<file path="src/rtl/sdram_pixel_unpacker.sv">
// -----------------------------------------------------------------------------
// sdram_pixel_unpacker
//
// Read-side partner of the display write packer. On each LCD pixel request
// during an active frame it strobes both SDRAM read FIFOs together. It then
// takes the paired 16-bit words that come back RD_LATENCY cycles later and
// unpacks them into 8-bit R/G/B plus the 8-bit gray byte carried in spare
// bits. One pixel is presented per request, exactly RD_LATENCY+1 cycles after
// that request. The block also tracks the pixel position and FIFO underflows.
//
// Parameters
//   H_ACTIVE       active pixels per line
//   V_ACTIVE       active lines per frame
//   RD_LATENCY     cycles from oRd_Req to valid iRd1_data/iRd2_data (1..3)
//   UNDERFLOW_RGB  {R,G,B} fill colour, used for underflow pixels and view 3
//
// Ports
//   iClk            in   pixel-domain clock, rising edge
//   iRst            in   synchronous reset, active high
//   iFrame_Start    in   1-cycle pulse ahead of the first request of a frame
//   iSelect[1:0]    in   view: 0 RGB, 1 gray, 2 gray-over-RGB, 3 fill colour
//   iDisp_Req       in   LCD asks for one pixel this cycle
//   iRd1_Empty      in   read FIFO 1 empty
//   iRd2_Empty      in   read FIFO 2 empty
//   iRd1_data[15:0] in   {g[7], G[7:3], B[7:0], g[6:5]}
//   iRd2_data[15:0] in   {g[4], G[2:0], g[3:2], R[7:0], g[1:0]}
//   oRd_Req         out  read strobe to both FIFOs (combinational)
//   oR/oG/oB[7:0]   out  selected pixel colour
//   oGray[7:0]      out  recovered gray byte
//   oPix_Valid      out  pixel outputs valid this cycle
//   oX_Cont[10:0]   out  column of the output pixel
//   oY_Cont[9:0]    out  line of the output pixel
//   oUnderflow      out  sticky: an underflow pixel was output in this frame
//   oUnderflow_Cnt  out  saturating underflow count since reset
// -----------------------------------------------------------------------------
module sdram_pixel_unpacker #(
    parameter int          H_ACTIVE      = 800,
    parameter int          V_ACTIVE      = 480,
    parameter int          RD_LATENCY    = 1,
    parameter logic [23:0] UNDERFLOW_RGB = 24'hFF0000
) (
    input  logic        iClk,
    input  logic        iRst,
    input  logic        iFrame_Start,
    input  logic [1:0]  iSelect,
    input  logic        iDisp_Req,
    input  logic        iRd1_Empty,
    input  logic        iRd2_Empty,
    input  logic [15:0] iRd1_data,
    input  logic [15:0] iRd2_data,
    output logic        oRd_Req,
    output logic [7:0]  oR,
    output logic [7:0]  oG,
    output logic [7:0]  oB,
    output logic [7:0]  oGray,
    output logic        oPix_Valid,
    output logic [10:0] oX_Cont,
    output logic [9:0]  oY_Cont,
    output logic        oUnderflow,
    output logic [15:0] oUnderflow_Cnt
);

    // FSM encoding
    localparam logic [1:0] ST_WAIT_FRAME = 2'd0;
    localparam logic [1:0] ST_ACTIVE     = 2'd1;
    localparam logic [1:0] ST_DRAIN      = 2'd2;

    // View encoding
    localparam logic [1:0] VIEW_RGB     = 2'd0;
    localparam logic [1:0] VIEW_GRAY    = 2'd1;
    localparam logic [1:0] VIEW_OVERLAY = 2'd2;

    localparam logic [10:0] X_LAST  = 11'(H_ACTIVE - 1);
    localparam logic [9:0]  Y_LAST  = 10'(V_ACTIVE - 1);
    localparam logic [15:0] CNT_MAX = 16'hFFFF;

    // Per-request tag travelling alongside the FIFO read latency.
    //   vld : a request was made (every request yields one pixel)
    //   rd  : both FIFOs were read; data arrives with this tag
    //   uf  : active-frame request that found a FIFO empty
    //   Neither rd nor uf: request outside the active frame (black pixel).
    // The view travels with the pixel so that in-flight pixels of an aborted
    // frame keep the view of the frame they belong to.
    typedef struct packed {
        logic        vld;
        logic        rd;
        logic        uf;
        logic [1:0]  view;
        logic [10:0] x;
        logic [9:0]  y;
    } tag_t;

    // State and position
    logic [1:0]  r_state;
    logic [10:0] r_x;
    logic [9:0]  r_y;
    logic [1:0]  r_sel;

    // Latency pipeline
    tag_t        r_pipe [RD_LATENCY];

    // Output registers
    logic        r_pix_valid;
    logic [7:0]  r_r;
    logic [7:0]  r_g;
    logic [7:0]  r_b;
    logic [7:0]  r_gray;
    logic [10:0] r_x_out;
    logic [9:0]  r_y_out;
    logic        r_underflow;
    logic [15:0] r_uf_cnt;

    // Combinational
    logic        w_active;
    logic        w_fifo_ok;
    logic        w_act_req;
    logic        w_rd;
    logic        w_uf;
    logic        w_last_pix;
    logic        w_pipe_busy;
    tag_t        w_in;
    tag_t        w_out;
    logic [7:0]  w_r;
    logic [7:0]  w_g;
    logic [7:0]  w_b;
    logic [7:0]  w_gray;
    logic [23:0] w_pix_rgb;
    logic [7:0]  w_pix_gray;

    // -------------------------------------------------------------------------
    // Request side
    // -------------------------------------------------------------------------
    assign w_active  = (r_state == ST_ACTIVE);
    assign w_fifo_ok = !iRd1_Empty && !iRd2_Empty;
    assign w_act_req = !iRst && w_active && iDisp_Req;

    // Both FIFOs are always read together so the word pair never slips.
    assign w_rd    = w_act_req && w_fifo_ok;
    assign w_uf    = w_act_req && !w_fifo_ok;
    assign oRd_Req = w_rd;

    assign w_last_pix = (r_x == X_LAST) && (r_y == Y_LAST);

    always_comb begin
        w_in.vld  = iDisp_Req;
        w_in.rd   = w_rd;
        w_in.uf   = w_uf;
        w_in.view = r_sel;
        w_in.x    = r_x;
        w_in.y    = r_y;
    end

    // NOTE: every always_comb output gets a default before any branch, so no
    // path can leave it unassigned and infer a latch.
    always_comb begin
        w_pipe_busy = 1'b0;
        for (int i = 0; i < RD_LATENCY; i++) begin
            w_pipe_busy = w_pipe_busy | r_pipe[i].vld;
        end
    end

    // -------------------------------------------------------------------------
    // FSM and pixel position
    // -------------------------------------------------------------------------
    // NOTE: state is updated with non-blocking assignments so every register
    // samples the values from before this edge, whatever the statement order.
    always_ff @(posedge iClk) begin
        if (iRst) begin
            r_state <= ST_WAIT_FRAME;
            r_x     <= '0;
            r_y     <= '0;
            r_sel   <= VIEW_RGB;
        end else if (iFrame_Start) begin
            // Starts a frame from any state. An aborted frame's in-flight
            // pixels finish with the coordinates they already carry.
            r_state <= ST_ACTIVE;
            r_x     <= '0;
            r_y     <= '0;
            r_sel   <= iSelect;
        end else begin
            case (r_state)
                ST_ACTIVE: begin
                    if (iDisp_Req) begin
                        if (w_last_pix) begin
                            r_x     <= '0;
                            r_y     <= '0;
                            r_state <= ST_DRAIN;
                        end else if (r_x == X_LAST) begin
                            r_x <= '0;
                            r_y <= r_y + 10'd1;
                        end else begin
                            r_x <= r_x + 11'd1;
                        end
                    end
                end
                ST_DRAIN: begin
                    if (!w_pipe_busy) begin
                        r_state <= ST_WAIT_FRAME;
                    end
                end
                ST_WAIT_FRAME: begin
                    r_state <= ST_WAIT_FRAME;
                end
                default: begin
                    r_state <= ST_WAIT_FRAME;
                end
            endcase
        end
    end

    // -------------------------------------------------------------------------
    // Latency pipeline: tag of a request made in cycle t sits at stage
    // RD_LATENCY-1 in cycle t+RD_LATENCY, next to that request's FIFO data.
    // -------------------------------------------------------------------------
    // NOTE: the pipeline is a handful of flops, not a RAM, so clearing it on
    // reset is cheap and guarantees no stale pixel is emitted after reset.
    always_ff @(posedge iClk) begin
        if (iRst) begin
            for (int i = 0; i < RD_LATENCY; i++) begin
                r_pipe[i] <= '0;
            end
        end else begin
            r_pipe[0] <= w_in;
            for (int i = 1; i < RD_LATENCY; i++) begin
                r_pipe[i] <= r_pipe[i-1];
            end
        end
    end

    assign w_out = r_pipe[RD_LATENCY-1];

    // -------------------------------------------------------------------------
    // Unpack and view selection
    // -------------------------------------------------------------------------
    assign w_r    = iRd2_data[9:2];
    assign w_g    = {iRd1_data[14:10], iRd2_data[14:12]};
    assign w_b    = iRd1_data[9:2];
    assign w_gray = {iRd1_data[15], iRd1_data[1:0], iRd2_data[15],
                     iRd2_data[11:10], iRd2_data[1:0]};

    always_comb begin
        w_pix_rgb  = 24'h000000;
        w_pix_gray = 8'h00;
        if (w_out.uf) begin
            // Underflow overrides the view and reports no gray.
            w_pix_rgb = UNDERFLOW_RGB;
        end else if (w_out.rd) begin
            w_pix_gray = w_gray;
            case (w_out.view)
                VIEW_RGB:     w_pix_rgb = {w_r, w_g, w_b};
                VIEW_GRAY:    w_pix_rgb = {w_gray, w_gray, w_gray};
                VIEW_OVERLAY: w_pix_rgb = (w_gray != 8'h00) ?
                                          {w_gray, w_gray, w_gray} :
                                          {w_r, w_g, w_b};
                default:      w_pix_rgb = UNDERFLOW_RGB;
            endcase
        end
        // Requests outside the active frame keep the black defaults.
    end

    // -------------------------------------------------------------------------
    // Output stage: colour and position hold their last value between pixels
    // -------------------------------------------------------------------------
    always_ff @(posedge iClk) begin
        if (iRst) begin
            r_pix_valid <= 1'b0;
            r_r         <= '0;
            r_g         <= '0;
            r_b         <= '0;
            r_gray      <= '0;
            r_x_out     <= '0;
            r_y_out     <= '0;
        end else begin
            r_pix_valid <= w_out.vld;
            if (w_out.vld) begin
                {r_r, r_g, r_b} <= w_pix_rgb;
                r_gray          <= w_pix_gray;
                r_x_out         <= w_out.x;
                r_y_out         <= w_out.y;
            end
        end
    end

    // -------------------------------------------------------------------------
    // Underflow reporting, aligned with the underflow pixel reaching the output
    // -------------------------------------------------------------------------
    always_ff @(posedge iClk) begin
        if (iRst) begin
            r_underflow <= 1'b0;
            r_uf_cnt    <= '0;
        end else begin
            // Setting has priority over the frame-start clear.
            if (w_out.vld && w_out.uf) begin
                r_underflow <= 1'b1;
            end else if (iFrame_Start) begin
                r_underflow <= 1'b0;
            end

            if (w_out.vld && w_out.uf && (r_uf_cnt != CNT_MAX)) begin
                r_uf_cnt <= r_uf_cnt + 16'd1;
            end
        end
    end

    assign oR             = r_r;
    assign oG             = r_g;
    assign oB             = r_b;
    assign oGray          = r_gray;
    assign oPix_Valid     = r_pix_valid;
    assign oX_Cont        = r_x_out;
    assign oY_Cont        = r_y_out;
    assign oUnderflow     = r_underflow;
    assign oUnderflow_Cnt = r_uf_cnt;

endmodule

</file>
<file path="config.mk">
export PLATFORM = sky130hd
export DESIGN_NAME = sdram_pixel_unpacker
export DESIGN_NICKNAME = d
export VERILOG_FILES = /design/src/rtl/sdram_pixel_unpacker.sv
export SDC_FILE = /design/constraint.sdc
export NUM_CORES = 1
export LEC_CHECK = 0
export BUFFER_PORTS_ARGS = -buffer_cell sky130_fd_sc_hd__clkbuf_2
export CAP_MARGIN = 10
export CORE_ASPECT_RATIO = 0.6
export CORE_MARGIN = 2
export CORE_UTILIZATION = 45
export CTS_BUF_LIST = sky130_fd_sc_hd__clkbuf_16
export DETAILED_ROUTE_END_ITERATION = 8
export HOLD_SLACK_MARGIN = 0.06
export MAX_ROUTING_LAYER = met4
export PLACE_DENSITY = 0.74
export SLEW_MARGIN = 0
export SYNTH_ARGS = -nofsm -noshare
export SYNTH_HDL_FRONTEND = slang
export SYNTH_SLANG_ARGS = --single-unit
</file>
<file path="constraint.sdc">
create_clock -name iClk -period 3.35 [get_ports iClk]
set_input_delay 0.335 -clock iClk [delete_from_list [all_inputs] [get_ports iClk]]
set_output_delay 0.335 -clock iClk [all_outputs]
set_load 0.005 [all_outputs]
</file>
==> results of run 1 <==
metrics by stage:
stage,area [sq um],setup WS [ns],util
2_1_floorplan,5050,1.19,-
3_3_place_gp,5700,0.929,0.531
3_5_place_dp,5700,0.866,0.531
4_1_cts,6330,0.854,0.590
5_1_grt,6330,0.714,0.590
6_report,6330,0.833,0.590
flip-flops by register name, summed over array words and instances (netlist names):
register        flops
oPix_Valid          1
oB                  8
oG                  8
r_state             2
oUnderflow_Cnt     16
oUnderflow          1
r_pipe             26
r_x                11
r_y                10
r_sel               2
oGray               8
oY_Cont            10
oR                  8
oX_Cont            11
worst register-to-register path: stages (launching register included):
cell	delay, ns
dfxtp_1	0.35
or4b_1	0.55
or4_1	0.77
or4b_1	0.60
a21oi_1	0.17
layer usage:
metal / vias to the layer above / GRT usage / part of all wire
met3: 13 / 0.0637 / 0.066
met2: 164 / 0.320 / 0.43
met4: 0 / 0.0682 / 0.011
met5: - / - / 0
li1: 2251 / - / -
met1: 2158 / 0.305 / 0.49
cells in the mapped netlist (4+ instances only):
library cell  instances
buf_1                 4
o31ai_1               8
a2111oi_0             7
and4_1                4
xnor2_1               8
clkbuf_1             31
nor3_1                7
nand2b_1             17
or2_2                 4
inv_1                19
or4_1                14
or3_1                 5
a21oi_1              42
dfxtp_1             122
o41ai_1               4
nand4_1               8
o21ai_0               9
a211oi_1             10
nor2b_1              32
nor2_1               63
nand2_1              33
nor4_1                8
nand3_1              14
nand4b_1             15
a31oi_1              17
nand3b_1              5
mux2i_1              24
o311ai_0              6
power by group through the flow:
stage          clock network, mW  registers, mW  logic (mW)
3_3_place_gp                   0           1.51       0.138
2_1_floorplan                  0           1.50      0.0848
3_5_place_dp                   0           1.51       0.140
4_1_cts                     1.97           1.48       0.141
6_report                    1.94           1.48       0.141
5_1_grt                     2.05           1.48       0.155
cell type report:
| cell class | count | area, sq um | share of cell area |
|---|---|---|---|
| Sequential cell | 122 | 2440 | 0.386 |
| Multi-Input combinational cell | 387 | 2390 | 0.378 |
| Timing Repair Buffer | 119 | 616 | 0.0972 |
| Clock buffer | 17 | 425 | 0.0672 |
| Clock inverter | 15 | 206 | 0.0326 |
| Tap cell | 139 | 174 | 0.0275 |
| Inverter | 20 | 75.1 | 0.0119 |
final timing paths:
path / start / end / cells past startpoint
worst max-delay path: r_x[5]$_SDFFE_PP0P_ / r_y[5]$_SDFFE_PP0P_ / 4
worst min register to register: r_pipe[0][7]$_SDFF_PP0_ / oY_Cont[7]$_SDFFE_PP0P_ / 2
worst min-delay path: iRd1_Empty / r_pipe[0][24]$_SDFF_PP0_ / 2
worst max register to register: r_x[5]$_SDFFE_PP0P_ / r_y[5]$_SDFFE_PP0P_ / 4
logic make-up after synthesis:
kind of cell,count (synthesis)
adders and majority gates,3
DFF,122
AOI/OAI and AO/OA,114
muxes,24
and+or+nand+nor,236
buffers and inverters,56
xor gates and xnor gates,10
==> results.md, run 1 <==
* Startpoint types: register
* Final hold violations at 0
* Peak supply drop at 370 uV
* Int Power at 2.83 mW
* Compound-Gate Fraction of Synth Area at 0.146
* Vias/cell at approximately 5.6
* Post-synth top area share at 0.484
* Hold_buf cts at 0
* Fin nets at 710
* Core Box Area at 10700 sq um
* Area contributors post-synth: dfxtp_1 48%, mux2i_1 4.8%, nor2_1 4.7%, a21oi_1 4.2%, nor2b_1 4.0%
* DIE AREA at 12100 sq um
* Starting Density at 0.470
* Switch Pwr at 736 uW
* Worst path slowest cell: or4_1
* Mapped Nets at 608
* Root buf cell: clkbuf_16
* Worst hold path type: in2reg
* Fin crit share at 0.751
* Adder-cell area share of the yosys netlist at 0.00744
* Resize count post-CTS at 0
* Crit Path Max Fanout at 19
* Postcts setup bufs at 0
* Syn Area/Cell at 8.93 sq um
* Post-synthesis register bit count at approximately 120
* DRT Pass-1 Iters at 5
* Sequential cell fraction of total power at 0.415
* Commonest non-fill, non-tap cell in the layout: dfxtp_1
* Synthesized instance count at 565
* Setup Skew at 0.00684 ns
* Final setup viols at 0
* Detailed placer's ending HPWL at 8940 microns
* Grt ovf at 0
* Cell family with most CP delay: simple AND/OR/NAND/NOR gates
* Die extent in y at 86.0 microns
* Most frequent cells in the layout: 121 x dfxtp_1, 110 x clkbuf_2, 63 x nor2_1, 42 x a21oi_1, 33 x nand2_1
* Cell Area, Synth at 5050 sq um
* Clock latency on the worst-skew pair at 0.40 ns
* Largest net degree at the start of global routing at between 50 and 60
* Max Fclk at 0.397 GHz
* Synth Area in Simple Gates at 0.256
* Dominant synthesized flop cell: dfxtp_1
* CTS Buf Count at 17
* Cell count after placement at 787
* Area added between synthesis and finish at 25.5%
* Switching share of power at 0.207
* Relative slew margins at 0.304
* Critical Path RT at about 3.7 ns
* # diodes at 0
* Setup TNS at 0 ns
* Worst EP arrival at between 2 and 3 ns
* Area leader, netlist: dfxtp_1
* TritonCTS clock tree: built
* Routed WL at 12800 microns
* Sequential fraction of the synthesis area at 0.484
* Fill cells at 931
* Max incr delay on CP at 0.77 ns
* RSZ-0062 raised after global routing: false
* CTS clk-pin slew, worst paths at roughly 0.05 ns
* Vias at 4586
* FP Rows at 29
* Starting DRT DRC Count at 301
* Fraction of layout cells with a size suffix above 1 at 0.229
* Ys async rst share at 0
* H-tree level count at 4
* Initial antenna violation count at 0
* Leak at 2.45 nW
* Status: finished, final reports clean
* Tmin final at 2.52 ns
* Crit path buf inv count at 0
* # DRC at 0
* Final Power at 3.56 mW
* Netlist cell types at 46
* Worst-margin pin slew at ~1.0 ns
* Largest family of logic cells by synthesized area: simple AND/OR/NAND/NOR gates
* Setup crit end kind: register
* Final instance count without filler cells at 819
* Critical Path, Cell by Cell: or4b_1, or4_1, or4b_1, a21oi_1
* Yosys warns at 0
* FF-to-FF setup slack at roughly 0.83 ns
* I/O pin count at 112
* Most used cell, CP: or4b_1
* Clock Sink Count at 122
* GPL Wtd Cong at ~0.94
* Final Slew Violations at 0
* First-pass GRT wire length at 20700 microns
* Clock share of power at 0.546
* Maxcap violations at 0
* Die Wd at 141 microns
* Number of synthesized flops with an enable pin at 0
* Vias in the first global route at ~4300
* I/O Buffers at between 100 and 150
* PwrDens at 563 nW/um^2
* Final ANT Viol Nets at 0
* Combinational power share at 0.040
* GRT Resource Usage Total at 0.223
* Multiplexer area fraction after synthesis at 0.0476
* Wire per inst at 15.6 microns
* Clock Path Buffers at 2
* Worst hold slack at 0.134 ns
* Xor-xnor portion of the synthesized cell area at 0.0174
* Setup CP Type: reg2reg
Power figures use the tool's default switching activity.
==> run 2, diff against run 1 <==
--- a/config.mk
+++ b/config.mk
@@ -5,6 +5,7 @@
 export SDC_FILE = /design/constraint.sdc
 export NUM_CORES = 1
 export LEC_CHECK = 0
+export ABC_AREA = 1
 export BUFFER_PORTS_ARGS = -buffer_cell sky130_fd_sc_hd__clkbuf_2
 export CAP_MARGIN = 10
 export CORE_ASPECT_RATIO = 0.6
@@ -14,7 +15,7 @@
 export DETAILED_ROUTE_END_ITERATION = 8
 export HOLD_SLACK_MARGIN = 0.06
 export MAX_ROUTING_LAYER = met4
-export PLACE_DENSITY = 0.74
+export PLACE_DENSITY = 0.73
 export SLEW_MARGIN = 0
 export SYNTH_ARGS = -nofsm -noshare
 export SYNTH_HDL_FRONTEND = slang
==> constraint.sdc (replaced) <==
create_clock -name iClk -period 2.55 [get_ports iClk]
set_input_delay 0.255 -clock iClk [delete_from_list [all_inputs] [get_ports iClk]]
set_output_delay 0.255 -clock iClk [all_outputs]
set_load 0.005 [all_outputs]
==> run 2 against run 1 <==
Compared with the run above: synthesized cell count grew 54%; core utilization shrank 1.6 points; area after synthesis grew 13%; die area grew 12%; via count grew 26%; non-clock buffer count grew 1; cell area grew 11%.
==> results.md, run 2 <==
* Status: finished, final reports clean
* Max Fclk at 0.471 GHz
* Final hold violations at 0
* Fin nets at 1021
* Ys async rst share at 0
* DP Area at 6390 sq um
* Post-synth top area share at 0.429
* Vias in the first global route at 5031
* Root buf cell: clkbuf_16
* Resize count post-CTS at 0
* Tmin final at roughly 2.1 ns
* Vias/cell at roughly 5
* Final Power at 4.77 mW
* I/O Buffers at between 100 and 150
* Syn Area/Cell at 6.56 sq um
* Adder-cell area share of the yosys netlist at 0.00659
* Reg2reg start: r_x[0]$_SDFFE_PP0P_
* Final setup viols at 0
* GPL Wtd Cong at 0.950
* Most flops, register: r_pipe
* Number of synthesized flops with an enable pin at 0
* Hold Path Depth at 2
* Fraction of layout cells with a size suffix above 1 at 0.182
* Max FFs per register at 26
* Area leader, netlist: dfxtp_1
* Core Box Area at roughly 12000 sq um
* Xor-xnor portion of the synthesized cell area at 0.0184
* Synth Area in Simple Gates at 0.363
* Setup crit end kind: output pin
* Dominant synthesized flop cell: dfxtp_1
* Routed WL at 16100 microns
* GRT Resource Usage Total at 0.250
* Setup Skew at 0.00747 ns
* CTS Buf Count at 17
* FF-to-FF setup slack at between 0.6 and 0.7 ns
* Netlist cell types at 31
* Mapped Nets at about 900
* Yosys warns at 0
* Compound-Gate Fraction of Synth Area at 0.103
* Worst EP arrival at 1.87 ns
* Hold_buf cts at 0
* Commonest cells post-synth: 310 x nand2_1, 122 x dfxtp_1, 121 x nor2_1
* Setup TNS at 0 ns
* Worst R2R Path Depth at 10
* Worst hold path type: in2reg
* Largest family of logic cells by synthesized area: simple AND/OR/NAND/NOR gates
* FP Rows at 31
* TritonCTS clock tree: built
* Top-count cell post-synth: nand2_1
* Area contributors post-synth: dfxtp_1 43%, nand2_1 20%, nor2_1 8.0%, inv_1 5.5%, a21oi_1 5.4%
* Worst hold slack at 0.0762 ns
* Wire per inst at 13.9 microns
* Detailed placer's ending HPWL at about 12000 microns
* Leak at 3.21 nW
* Die extent in y at 91.2 microns
* Peak supply drop at 445 uV
* Final Instance Area at ~7000 sq um
* # DRC at 0
* Relative slew margins at 0.514
* Largest net degree at the start of global routing at 35
* Final worst-path setup slack at around 0.42 ns
* Clock Sink Count at 122
* Worst-margin pin slew at approximately 0.73 ns
* H-tree level count at 4
* Most frequent cells in the layout: 310 x nand2_1, 122 x dfxtp_1, 121 x nor2_1, 110 x clkbuf_2, 84 x inv_1
* Sequential fraction of the synthesis area at 0.429
* Final Slew Violations at 0
* Crit Path Max Fanout at 15
* Critical Path RT at 2.30 ns
* Cell Area, Synth at around 5700 sq um
* RSZ-0062 raised after global routing: false
* Reg2reg end: r_y[4]$_SDFFE_PP0P_
* CTS clk-pin slew, worst paths at 0.06 ns
* Clock latency on the worst-skew pair at 0.41 ns
* Post-synthesis register bit count at around 120
* Worst Min Path Start: iRd2_Empty
* Postcts setup bufs at 0
* # diodes at 0
* Commonest non-fill, non-tap cell in the layout: nand2_1
* Die Wd at 149 microns
* Startpoint types: register
* Fin crit share at 0.833
* First-pass GRT wire length at 25900 microns
* Final ANT Viol Nets at 0
* Multiplexer area fraction after synthesis at 0
* I/O pin count at 112
* Maxcap violations at 0
* Clock Path Buffers at 2
* PwrDens at about 680 nW/um^2
* Initial antenna violation count at 0
* Hold Path Sink: r_pipe[0][24]$_SDFF_PP0_
* Area added between synthesis and finish at 23.0%
* Setup CP Type: reg2out
* DIE AREA at 13600 sq um
* Placement-stage worst setup slack at 0.735 ns
* Fill cells at 1181
* Synthesized instance count at 869
* Starting DRT DRC Count at 467
* DRT Pass-1 Iters at 4
* Starting Density at 0.466
* Grt ovf at 0
* Vias at 5797
==> run 2: area by class of cell <==
type | instances | area [sq um] | share of cell area
multi-input combinational | 630 | 2800 | 0.399
sequential | 122 | 2440 | 0.349
timing repair buffer | 120 | 623 | 0.0889
clock buffer | 17 | 425 | 0.0607
inverter | 87 | 327 | 0.0466
tap | 165 | 206 | 0.0295
clock inverter | 15 | 189 | 0.0270
==> run 2: cells by family (layout without fill, tap and decap cells) <==
| kind of cell | after synthesis | in the layout |
|---|---|---|
| simple gates | 508 | 508 |
| flops | 122 | 122 |
| buf+inv | 117 | 239 |
| compound gates | 107 | 107 |
| xor+xnor | 12 | 12 |
| fa+ha+maj | 3 | 3 |
==> run 2: per-layer routing <==
| layer | global-route usage | vias to the layer above | share of wire |
|---|---|---|---|
| met4 | 0.0849 | 0 | 0.012 |
| li1 | - | 2937 | - |
| met5 | - | - | 0 |
| met1 | 0.388 | 2609 | 0.52 |
| met2 | 0.309 | 230 | 0.38 |
| met3 | 0.0563 | 21 | 0.093 |
==> run 2: through the flow <==
step | utilization | cells
global placement | 0.523 | 1124
global route | 0.574 | 1156
finish | 0.574 | 1156
floorplan | - | 869
detailed placement | 0.523 | 1124
CTS | 0.574 | 1156
==> run 2: worst max path at each step <==
stage / end / start / cells past startpoint
floorplan: oUnderflow_Cnt[6]$_SDFFE_PP0P_ / oUnderflow_Cnt[0]$_SDFFE_PP0P_ / 9
global placement: oUnderflow_Cnt[9]$_SDFFE_PP0P_ / oUnderflow_Cnt[0]$_SDFFE_PP0P_ / 7
detailed placement: oUnderflow_Cnt[9]$_SDFFE_PP0P_ / oUnderflow_Cnt[0]$_SDFFE_PP0P_ / 7
CTS: oRd_Req / r_state[0]$_SDFFE_PP0P_ / 5
global route: oRd_Req / r_state[0]$_SDFFE_PP0P_ / 5
finish: oRd_Req / r_state[0]$_SDFFE_PP0P_ / 5
==> run 2: worst max-delay path: stages (launching register included) <==
cell and delay [ns]:
dfxtp_1 0.31, inv_1 0.05, nor2_2 0.14, nand2_1 0.34, nor4_1 0.42, clkbuf_2 0.19
==> run 2: where the power goes <==
| group | leakage, nW | switching [mW] | internal (mW) |
|---|---|---|---|
| Combinational | 1.92 | 0.202 | 0.105 |
| Clock | 0.296 | 0.950 | 1.56 |
| Sequential | 0.988 | 0.0190 | 1.94 |
| Total | 3.21 | 1.17 | 3.60 |
